File: config.mk
export PLATFORM = sky130hd
export DESIGN_NAME = uart_rx_sequencer
export DESIGN_NICKNAME = d
export VERILOG_FILES = /design/src/rtl/uart_rx_sequencer.sv
export SDC_FILE = /design/constraint.sdc
export NUM_CORES = 1
export LEC_CHECK = 0
export CAP_MARGIN = 20
export CELL_PAD_IN_SITES_DETAIL_PLACEMENT = 1
export CELL_PAD_IN_SITES_GLOBAL_PLACEMENT = 2
export CORE_MARGIN = 1.5
export CORE_UTILIZATION = 41
export CTS_BUF_LIST = sky130_fd_sc_hd__clkbuf_4 sky130_fd_sc_hd__clkbuf_8
export DETAILED_ROUTE_END_ITERATION = 8
export DONT_BUFFER_PORTS = 1
export GPL_ROUTABILITY_DRIVEN = 0
export GPL_TIMING_DRIVEN = 1
export MAX_ROUTING_LAYER = met4
export PLACE_DENSITY_LB_ADDON = 0.1
export SLEW_MARGIN = 5
export SYNTH_ARGS = -nofsm -noshare
export SYNTH_HDL_FRONTEND = slang
export SYNTH_SLANG_ARGS = --single-unit
File: constraint.sdc
create_clock -name clock -period 1.65 [get_ports clock]
set_input_delay 0.33 -clock clock [delete_from_list [all_inputs] [get_ports clock]]
set_output_delay 0.33 -clock clock [all_outputs]
set_load 0.02 [all_outputs]
File: src/rtl/uart_rx_sequencer.sv
// uart_rx_sequencer: control FSM for a UART receive shift-register datapath.
// Synchronises and oversamples serial_in, validates the start bit and issues
// one mid-bit shift strobe per data bit. It then checks the stop bit, loads the
// holding register, and runs the data_rdy/data_ack handshake with overrun status.
//
// Ports
//   clock        rising-edge system clock
//   reset        asynchronous, active-low
//   serial_in    raw UART line (idles high)
//   shift_en     1-cycle strobe: datapath shifts shift_bit in at its MSB end
//   shift_bit    synchronised line value sampled at mid-bit
//   load_en      1-cycle strobe: datapath copies shift register to holding register
//   data_rdy     holding register valid
//   data_ack     consumer accepts data (only effective while data_rdy=1)
//   framing_err  1-cycle pulse: stop bit sampled low
//   overrun      sticky: a frame was loaded over an unacknowledged word
module uart_rx_sequencer #(
  parameter int unsigned CLKS_PER_BIT = 16,
  parameter int unsigned DATA_BITS    = 8,
  parameter int unsigned SYNC_STAGES  = 2
) (
  input  logic clock,
  input  logic reset,
  input  logic serial_in,
  output logic shift_en,
  output logic shift_bit,
  output logic load_en,
  output logic data_rdy,
  input  logic data_ack,
  output logic framing_err,
  output logic overrun
);

  localparam int unsigned TMR_W = $clog2(CLKS_PER_BIT);
  localparam int unsigned CNT_W = $clog2(DATA_BITS + 1);

  localparam logic [TMR_W-1:0] HALF_LAST = TMR_W'(CLKS_PER_BIT / 2 - 1);
  localparam logic [TMR_W-1:0] BIT_LAST  = TMR_W'(CLKS_PER_BIT - 1);
  localparam logic [CNT_W-1:0] DATA_LAST = CNT_W'(DATA_BITS - 1);

  typedef enum logic [2:0] {
    S_IDLE,
    S_START,
    S_DATA,
    S_STOP,
    S_BREAK
  } state_t;

  state_t                 state;
  logic [TMR_W-1:0]       timer;
  logic [CNT_W-1:0]       bit_cnt;
  logic [SYNC_STAGES-1:0] sync_q;
  logic                   rx_s;

  assign rx_s = sync_q[SYNC_STAGES-1];

  // Line synchroniser; resets to the idle (high) level so reset never looks like a start bit.
  always_ff @(posedge clock or negedge reset) begin
    if (!reset) begin
      sync_q <= '1;
    end else begin
      sync_q <= {sync_q[SYNC_STAGES-2:0], serial_in};
    end
  end

  // Frame sequencer: start validation, mid-bit shift strobes, stop check.
  always_ff @(posedge clock or negedge reset) begin
    if (!reset) begin
      state       <= S_IDLE;
      timer       <= '0;
      bit_cnt     <= '0;
      shift_en    <= 1'b0;
      shift_bit   <= 1'b1;
      load_en     <= 1'b0;
      framing_err <= 1'b0;
    end else begin
      shift_en    <= 1'b0;
      load_en     <= 1'b0;
      framing_err <= 1'b0;

      case (state)
        S_IDLE: begin
          timer   <= '0;
          bit_cnt <= '0;
          if (!rx_s) begin
            state <= S_START;
          end
        end

        // Re-check the line half a bit in to reject glitches.
        S_START: begin
          if (timer == HALF_LAST) begin
            timer <= '0;
            state <= rx_s ? S_IDLE : S_DATA;
          end else begin
            timer <= timer + TMR_W'(1);
          end
        end

        // Timer now runs aligned to mid-bit, so each wrap is a sample point.
        S_DATA: begin
          if (timer == BIT_LAST) begin
            timer     <= '0;
            shift_en  <= 1'b1;
            shift_bit <= rx_s;
            if (bit_cnt == DATA_LAST) begin
              bit_cnt <= '0;
              state   <= S_STOP;
            end else begin
              bit_cnt <= bit_cnt + CNT_W'(1);
            end
          end else begin
            timer <= timer + TMR_W'(1);
          end
        end

        S_STOP: begin
          if (timer == BIT_LAST) begin
            timer <= '0;
            if (rx_s) begin
              load_en <= 1'b1;
              state   <= S_IDLE;
            end else begin
              framing_err <= 1'b1;
              state       <= S_BREAK;
            end
          end else begin
            timer <= timer + TMR_W'(1);
          end
        end

        // Wait out a held-low line so it cannot retrigger a frame.
        S_BREAK: begin
          timer   <= '0;
          bit_cnt <= '0;
          if (rx_s) begin
            state <= S_IDLE;
          end
        end

        default: begin
          timer   <= '0;
          bit_cnt <= '0;
          state   <= S_IDLE;
        end
      endcase
    end
  end

  // Consumer handshake; a load coinciding with an accepted ack is a fresh word, not an overrun.
  always_ff @(posedge clock or negedge reset) begin
    if (!reset) begin
      data_rdy <= 1'b0;
      overrun  <= 1'b0;
    end else begin
      if (load_en) begin
        data_rdy <= 1'b1;
      end else if (data_ack && data_rdy) begin
        data_rdy <= 1'b0;
      end

      if (load_en && data_rdy && !data_ack) begin
        overrun <= 1'b1;
      end else if (data_ack && data_rdy) begin
        overrun <= 1'b0;
      end
    end
  end

endmodule
# Yosys cells after proc, flatten, opt, wreduce, memory -nomap -nowiden

Index checks and enable logic that the tools add are counted.
W data, S select, Z words.

Flip-flop bits (word level): 19
Bits in latches: 0
Memory bits (writable): 0
ROM bits: 0
Bits of input ports: 4
Output and inout port bits: 6
Word-level logic and storage cells: 64
Memories: 0

Add/sub/neg operators: 2
$mul: 0
Div/mod/pow operators: 0
Order comparisons: 0
Equality and inequality tests: 13
Shift operators: 0
Multiplexer cells: 26
Bitwise logic cells: 1
Reductions and logical operators: 12

Operators by type and width:

| kind                  | count |
|---|---|
| $mux W3               | 7 |
| $mux W4               | 4 |
| $pmux W4 S2           | 2 |
| $pmux W3 S5           | 1 |
| $ne A2 B2 Y1 const B  | 6 |
| $mux W1               | 11 |
| $add A4 B1 Y4 const B | 2 |
| $eq A4 B3 Y1 const B  | 2 |
| $eq A3 B2 Y1 const B  | 2 |
| $reduce_and A6 Y1     | 1 |
| $eq A4 B4 Y1 const B  | 1 |
| $reduce_and A2 Y1     | 2 |
| $reduce_bool A2 Y1    | 2 |
| $reduce_or A2 Y1      | 2 |
| $eq A3 B1 Y1 const B  | 1 |
| $eq A3 B3 Y1 const B  | 1 |
| $logic_and A1 B1 Y1   | 3 |
| $logic_not A3 Y1      | 1 |
| $mux W2               | 1 |
| $logic_not A1 Y1      | 1 |
| $not A1 Y1            | 1 |

# Depth between registers and ports, before layout

Gate-level depths: netlist of the first run.

Depth in word-level cells: 4
Mapped depth: 5

# Worst setup path before layout of the first run

Ideal clock, no wire load.

Kind: register to register
From: reg timer[0]
To: reg bit_cnt[2]
Library setup time: 82 ps
Arrival: 1292 ps
Slack: 276 ps
Stages on the path, launching flop included: 5
Period minus slack after synthesis: 1374 ps
Path through: dfrtp_1 -> ha_1 -> nand4_1 -> or4b_1 -> a31oi_1

Longest elaborated chain between the ends: 3

RTL lines:

| what                        | line | source |
|---|---|---|
| from (decl)                 | 50   | `logic [TMR_W-1:0] timer;` |
| from (signal assigned)      | 96   | `timer <= timer + TMR_W'(1);` |
| from (signal assigned)      | 113  | `timer <= timer + TMR_W'(1);` |
| from (signal assigned)      | 128  | `timer <= timer + TMR_W'(1);` |
| $eq A4 B4 Y1                | 102  | `if (timer == BIT_LAST) begin` |
| $ne A2 B2 Y1 (no line)      | -    |  |
| $reduce_and A2 Y1 (no line) | -    |  |
| to (signal assigned)        | 110  | `bit_cnt <= bit_cnt + CNT_W'(1);` |
| to (decl)                   | 51   | `logic [CNT_W-1:0] bit_cnt;` |

No other way between the ends.
A chain may end at the register's enable or synchronous reset.

# Final worst setup path of the first run

Ends and elaborated chain as after synthesis.

==> results_dict.tcl, run 1 <==
set metrics [dict create \
    synthTopCellsByArea "dfrtp_1 46%, dfstp_2 9.1%, nand3_1 4.0%, nor2_1 3.0%, a21oi_1 2.9%" \
    clock.fmax_ghz 0.6625 \
    r2r_cells 4 \
    avgSynthCellArea_um2 10.46 \
    fin_area_um2 933.4 \
    crit_type "reg2reg" \
    clkSinkCount 19 \
    vias 622 \
    synth_fp_nets 89 \
    crit_fanout 5 \
    antenna_left 0 \
    slew_headroom 0.4278 \
    postPlaceCellArea_um2 883.3 \
    vias_per_cell 5.554 \
    grt_use_total 0.1728 \
    slew_violations 0 \
    layout_commonest_cell "dfrtp_1" \
    r2r_setup_slack_ns 0.14 \
    nNetsFinal 92 \
    p_per_area_nw_per_um2 1356 \
    synthArstFlopShare 1.000 \
    min_period_over_period 0.9149 \
    yosys_warnings 0 \
    dieArea_um2 2403 \
    start_util 0.4381 \
    finalHoldViolCount 0 \
    r2r-start "timer[0]" \
    setup_slack_ns 0.1405 \
    antenna_found_initial 0 \
    outcome "completed" \
    cts_tree "done" \
    min_period_ns 1.510 \
    endpoint "bit_cnt[2]" \
    grt_pass1_wl_um 3105 \
    wl_met3_um 28 \
    clock_latency_ns 0.29 \
    rows 16 \
    top_layer "met4" \
    vdd_drop_max_mv 0.6493 \
    worstSetupStartpointType "flop" \
    post-place-ws_ns 0.1123 \
    drive_above_1_share 0.1412 \
    rsz0062_at_grt "no" \
    maxCapViolCount 0 \
    worst_slew_pin_slew_ns 0.8555 \
    ys_ff_latch 19 \
    drt_iter0_markers 10 \
    antenna_cells 0 \
    met2_length_um 844 \
    hold_class "in2reg" \
    syn-cell-area_um2 868.3 \
    critPathLaunch "timer[0]" \
    clk_pin_slew_ns 0.11 \
    yosysUniqueCellTypes 30 \
    fin_skew_ns 0.001487 \
    ios 10 \
    setup-tns-final_ns 0 \
    wl_met1_um 848 \
    first_pass_iters 3 \
    power_mw 1.266 \
    gr-total-overflow 0 \
    cts_setup_buffers 0 \
    area_delta_synth_final_pct 7.493 \
    p_leak_nw 0.4078 \
    place.detailed.hpwl_um 1229 \
    cts_buffers 3 \
    arrival_ns 1.73 \
    drc 0 \
    dieHeight_um 49.02 \
    grt_pass1_vias 638 \
    cts_root_buf "clkbuf_4" \
    setup_viol 0 \
    clockBufferDepth 2 \
    postSynthCellCount 83 \
    grt_max_degree 20 \
    worstSetupEndpointType "flop" \
    h-tree-depth 1 \
    synth_flop_cell "dfrtp_1" \
    worstPathRequired_ns 1.87 \
    ys_seq_area_frac 0.5519 \
    final_cell_mix "16 x dfrtp_1, 7 x nor2_1, 7 x nand3_1, 5 x a21oi_1" \
    synth_edf_count 0 \
    synth_top_area_frac 0.4611 \
    r2r-end "bit_cnt[2]" \
    portBuffers 0 \
    core_um2 1982 \
    drt-total-wl_um 1735 \
    post_drt_wl_per_cell_um 15.49 \
    die_w_um 49.02 \
    yosys.area.top_type "dfrtp_1" \
]
power by group:
part           total [mW]  switching, mW  internal, mW
combinational       0.328          0.176         0.152
sequential          0.700          0.145         0.555
clock               0.237          0.147        0.0902
layout make-up:
type | instances | area, µm²
fill | 229 | 1049
sequential | 19 | 479.2
multi-input combinational | 56 | 357.8
tap | 27 | 33.78
clock buffer | 3 | 22.52
timing repair buffer | 2 | 20.02
inverter | 4 | 15.01
clock inverter | 1 | 5.005
critical path: stages (launching register included):
cell	delay (ns)
dfrtp_1	0.40
ha_2	0.25
nand4_1	0.13
or4b_1	0.48
a31oi_1	0.17
routing by layer:
| metal | global-route usage | vias up |
|---|---|---|
| li1 | - | 295 |
| met1 | 0.2410 | 319 |
| met2 | 0.2580 | 6 |
| met3 | 0.02761 | 2 |
| met4 | 0.05714 | 0 |
| met5 | - | - |
what timing repair did:
action | 4_1_cts | 5_1_grt
hold buffers | 1 | 1
resized for setup | 0 | 1
setup endpoints to repair | 0 | 1
endpoints found under the hold margin | 19 | 1
synthesized netlist by cell type (2+ instances only):
cell type	count
xor2_1	2
mux2i_1	2
dfstp_2	3
nor2_1	7
a21oi_1	5
nand3_1	7
nor3_1	4
mux2_2	2
nand4_1	2
nor3b_1	2
ha_1	2
inv_1	4
nor2b_1	3
nand2_1	4
dfrtp_1	16
buf_2	3
o21ai_0	2
sequential cells by signal, indices dropped and copies added, names as in the netlist:
register / flops
bit_cnt: 4
data_rdy: 1
framing_err: 1
load_en: 1
overrun: 1
shift_bit: 1
shift_en: 1
state: 3
sync_q: 2
timer: 4
how the worst min path moves through the flow:
stage,end,depth (start not counted),slack (ns),startpoint
final,overrun,1,0.11,data_ack
after global routing,overrun,1,0.09,data_ack
after CTS,sync_q[0],0,0.01,serial_in
after detailed placement,overrun,0,0.03,reset
after global placement,overrun,0,0.03,reset
after floorplan,bit_cnt[0],0,0.03,reset
cell families (layout without fill, tap and decap cells):
kind of cell	count (synthesis)	after routing	synth area share
DFF	19	19	0.5519
muxes	4	4	0.04899
and+or+nand+nor	36	36	0.2262
buffers and inverters	8	10	0.03889
xor gates and xnor gates	3	3	0.03026
adders and majority gates	2	2	0.02881
AOI/OAI and AO/OA	11	11	0.07494
through the flow:
stage,hold slack (ns),instances,utilization
after floorplan,0.03441,83,-
after global placement,0.03481,106,0.4457
after detailed placement,0.03499,106,0.4457
after CTS,0.009759,111,0.4646
after global routing,0.09051,112,0.4710
final,0.1063,112,0.4710
Note: power is estimated with default switching activity, not from simulation.
==> run 2: changes to the inputs <==
- CORE_MARGIN: 1.5 -> 4
==> run 2 against run 1 <==
- via count fell by 1.3%
- final cell count stayed put
- critical path depth is the same
- register-to-register slack gained 0.02 ns
- final area rose by 0.27%
- clock power barely moved
- sequential power barely moved
==> results_dict.tcl, run 2 (synthesis results as in run 1) <==
set metrics [dict create \
    vias_per_cell 5.482 \
    start_util 0.4381 \
    final_core_util 0.4722 \
    cts_tree "done" \
    worst_slew_pin_slew_ns 0.8440 \
    slew_violations 0 \
    clockBufferDepth 2 \
    fin_skew_ns 0.004283 \
    hold_class "in2reg" \
    layout_commonest_cell "dfrtp_1" \
    die_w_um 54.02 \
    worstSetupStartpointType "flop" \
    antenna_left 0 \
    clk_pin_slew_ns 0.10 \
    clkSinkCount 19 \
    drt-total-wl_um 1743 \
    met2_length_um 832 \
    r2r_cells 4 \
    worstSetupEndpointType "flop" \
    antenna_cells 0 \
    timing.hold.ws_ns 0.1070 \
    antenna_found_initial 0 \
    vdd_drop_max_mv 0.5732 \
    multi_input_comb_area_um2 360.3 \
    drc 0 \
    hold_depth 1 \
    grt_pass1_vias 665 \
    first_pass_iters 3 \
    slew_headroom 0.4355 \
    arrival_ns 1.72 \
    nNetsFinal 92 \
    crit_fanout 5 \
    outcome "completed" \
    dieHeight_um 54.02 \
    h-tree-depth 1 \
    fillCellCount 207 \
    drive_above_1_share 0.1412 \
    p_leak_nw 0.4099 \
    rsz0062_at_grt "no" \
    min_period_ns 1.491 \
    fin_area_um2 935.9 \
    crit_type "reg2reg" \
    clock.fmax_ghz 0.6709 \
    wl_met1_um 830 \
    place.detailed.hpwl_um 1243 \
    cts_root_buf "clkbuf_4" \
    top_layer "met4" \
    postPlaceCellArea_um2 883.3 \
    maxCapViolCount 0 \
    power_mw 1.261 \
    wl_met3_um 43 \
    p_per_area_nw_per_um2 1347 \
    core_um2 1982 \
    gr-total-overflow 0 \
    finalHoldViolCount 0 \
    grt_use_total 0.1589 \
    clock_latency_ns 0.30 \
    dieArea_um2 2918 \
    cts_buffers 3 \
    ios 10 \
    min_period_over_period 0.9034 \
    post_drt_wl_per_cell_um 15.56 \
    vias 614 \
    drt_iter0_markers 12 \
    final_cell_mix "16 x dfrtp_1, 7 x nor2_1, 7 x nand3_1, 5 x a21oi_1" \
    largestRegisters "bit_cnt: 4 flops, timer: 4 flops, state: 3 flops" \
    worstPathRequired_ns 1.88 \
    setup-tns-final_ns 0 \
    area_delta_synth_final_pct 7.781 \
    regArea_um2 479.2 \
    rows 16 \
    grt_max_degree 20 \
    cts_setup_buffers 0 \
    setup_viol 0 \
    grt_pass1_wl_um 3132 \
    portBuffers 0 \
]
run 2: changes by cell type in the layout (fill, tap and decap cells not counted):
cell    before  now
ha_1         1    2
nor3_1       4    3
ha_2         1    0
nor3_2       0    1
run 2: final timing paths:
check | end | slack [ns] | startpoint
worst max-delay path | bit_cnt[2] | 0.16 | timer[0]
worst min-delay path | overrun | 0.11 | data_ack
worst max register to register | bit_cnt[2] | 0.16 | timer[0]
worst min register to register | sync_q[1] | 0.36 | sync_q[0]
max in group asynchronous | timer[3] | 0.57 | reset
min in group asynchronous | data_rdy | 0.56 | reset
run 2: timing repair:
action	CTS	global route
hold buffers	2	0
gates resized for setup	0	1
endpoints found under the setup margin	0	1
hold endpoints to repair	20	0
run 2: power breakdown:
group          total [mW]  switching, mW  internal (mW)
Clock               0.239          0.149         0.0906
Sequential          0.700          0.145          0.555
Combinational       0.321          0.174          0.147
run 2: per-layer routing:
metal  up-vias  global-route usage
li1        292                   -
met1       310              0.2049
met2         7              0.2319
met3         5             0.03324
met4         0             0.08714
met5         -                   -
run 2: layout make-up:
class,count,area share
tap,27,0.03610
sequential,19,0.5120
timing repair buffer,2,0.02139
clock buffer,3,0.02406
clock inverter,1,0.005348
multi-input combinational,56,0.3850
inverter,4,0.01604
run 2: critical path: stages, from the launching register on:
cell,delay (ns)
dfrtp_1,0.39
ha_1,0.26
nand4_1,0.13
or4b_1,0.47
a31oi_1,0.16
run 2: stage by stage:
step,worst slack (ns),cells
finish,0.1594,112
global route,0.02517,112
global placement,0.1489,106
CTS,0.08866,112
detailed placement,0.1021,106
floorplan,0.2762,83
==> edit, RTL diff (settings of run 1) <==
Set the parameter `DATA_BITS` to 16 (it was 8).
--- a/src/rtl/uart_rx_sequencer.sv
+++ b/src/rtl/uart_rx_sequencer.sv
@@ -16,7 +16,7 @@
 //   overrun      sticky: a frame was loaded over an unacknowledged word
 module uart_rx_sequencer #(
   parameter int unsigned CLKS_PER_BIT = 16,
-  parameter int unsigned DATA_BITS    = 8,
+  parameter int unsigned DATA_BITS    = 16,
   parameter int unsigned SYNC_STAGES  = 2
 ) (
   input  logic clock,
Behaviour: same outputs for any inputs over 10 cycles, from zero or initial values and one cycle with reset low; that may be too few to reach the edited logic, so the function may still have changed.
==> edit against run 1 <==
Via count down 2.4%; total power up 32%; global-route usage down 1.5 points; setup slack worse by 0.010 ns; sequential cell count up 1; wire length up 1.6%; final area up 8.3%; critical path depth unchanged; first-iteration DRC count down 90%; area after synthesis up 4.5%; critical path type unchanged; largest cell class unchanged; largest power group unchanged.
==> edit: results (changes against run 1) <==
largest net degree at the start of global routing - 21 (was 20)
HPWL Detailed - 1230 um (about the same)
Synth Warn # - 0 (unchanged)
number of global-route vias before repair - 628 (was 638)
CP max FO - 7 (was 5)
Layout Utilization - 0.500 (was 0.471)
Max Fclk - 658 MHz (was 662 MHz)
reg2reg path depth - 4 (unchanged)
GRT Residual Overflow - 0 (unchanged)
DP Area - 936 um2 (was 883 um2)
Leak - 0.000444 uW (was 0.000408 uW)
# port buffers - 0 (unchanged)
Synth top cells by count - dfrtp_1, a21oi_1, buf_2, nand2_1, nand3_1 (was dfrtp_1, nand3_1, nor2_1)
Root Driver - clkbuf_4 (unchanged)
status - complete, no violations (unchanged)
adder-cell share of the synthesized area - 0.0276 (was 0.0288)
critical path's largest stage delay - 0.48 ns (about the same)
via total after detailed routing - 607 (was 622)
postcts setup bufs - 0 (unchanged)
Crit-path slowest cell - or4b_1 (unchanged)
Vias/cell - 5.47 (was 5.55)
Post-Syn Area per Cell - 11.3 um2 (was 10.5 um2)
post-placement cell count - 105 (was 106)
nets@finish - 91 (was 92)
Mapped Nets - 86 (was 89)
Post-synth ARST share - 1.00 (unchanged)
Net Switching - 569 uW (was 468 uW)
Synth Area in Compound Gates - 0.114 (was 0.0749)
sequential-to-total area share from yosys stat - 0.556 (was 0.552)
fillcell total - 225 (was 229)
main area contributors after synthesis - dfrtp_1, dfstp_2, a21oi_1 (was dfrtp_1, dfstp_2, nand3_1)
post-synth cell types - 32 (was 30)
WL final - 1760 um (was 1740 um)
Setup crit start - timer[0] (unchanged)
First DRT Iteration DRCs - 1 (was 10)
final hold slack - 0.107 ns (was 0.106 ns)
post-synthesis xor/xnor area fraction - 0.0290 (was 0.0303)
Top Registers - bit_cnt (5), timer (4), state (3) (was bit_cnt (4), timer (4), state (3))
highest ir drop seen on vdd - 755 uV (was 649 uV)
relative slew slack - 0.405 (was 0.428)
CTS Buf Count - 3 (unchanged)
clk_skew - 0.00497 ns (was 0.00149 ns)
Skew-Pair Late Insertion Delay - 0.29 ns (about the same)
share of layout cells above drive strength 1 - 0.202 (was 0.141)
Setup crit end - bit_cnt[2] (unchanged)
post-synthesis mux area share - 0.0359 (was 0.0490)
first-pass GRT wire length - 2940 um (was 3110 um)
htree depth - 1 (unchanged)
GRT Overall Usage - 0.158 (was 0.173)
pre-CTS WS - 0.0795 ns (was 0.112 ns)
Reg2Reg Setup Slack - 0.13 ns
DR pass1 iterations - 3 (unchanged)
edit: changes by cell type after synthesis, moves of 3 or more:
cell      before  now
nor2_1         7    3
nand3_1        7    4
nand4b_1       0    3
nor2b_1        3    0
nor3_1         4    1
edit: how the worst min path moves through the flow:
stage	from	to	depth (start not counted)
floorplan	reset	bit_cnt[0]	0
detailed placement	reset	state[1]	0
CTS	serial_in	sync_q[0]	0
global route	data_ack	overrun	1
global placement	reset	timer[2]	0
finish	data_ack	overrun	1
edit: worst reg2reg max path, stage by stage, from the launching register on:
cell     delay (ns)
dfrtp_1        0.39
ha_2           0.26
nand4_1        0.14
or4b_1         0.48
a31oi_1        0.17
edit: cell type report:
class | count | area share
clock buffer | 3 | 0.0223
inverter | 3 | 0.0111
sequential | 20 | 0.499
multi-input combinational | 52 | 0.363
clock inverter | 1 | 0.0297
timing repair buffer | 5 | 0.0421
tap | 27 | 0.0334
edit: cells by family (layout without fill, tap and decap cells):
family | after synthesis | count (layout)
simple gates | 28 | 28
buf+inv | 8 | 12
mux | 3 | 3
compound gates | 16 | 16
xor+xnor | 3 | 3
fa+ha+maj | 2 | 2
flops | 20 | 20
edit: repair_timing:
action,4_1_cts,5_1_grt
hold buffers,1,1
endpoints found under the setup margin,0,1
resized for setup,0,1
hold endpoints to repair,20,1
edit: layer usage:
metal  track usage  vias to the layer above  part of all wire
met5             -                        -                 0
met4        0.0417                        0            0.0085
met3        0.0303                        2             0.027
met2         0.237                        8              0.45
met1         0.218                      298              0.51
li1              -                      299                 -
edit: power groups by stage:
stage               registers, uW  clock network (uW)  logic, uW
floorplan                     714                   0        442
global route                  864                 420        509
finish                        836                 396        443
detailed placement            845                   0        429
CTS                           836                 404        445
global placement              836                   0        413
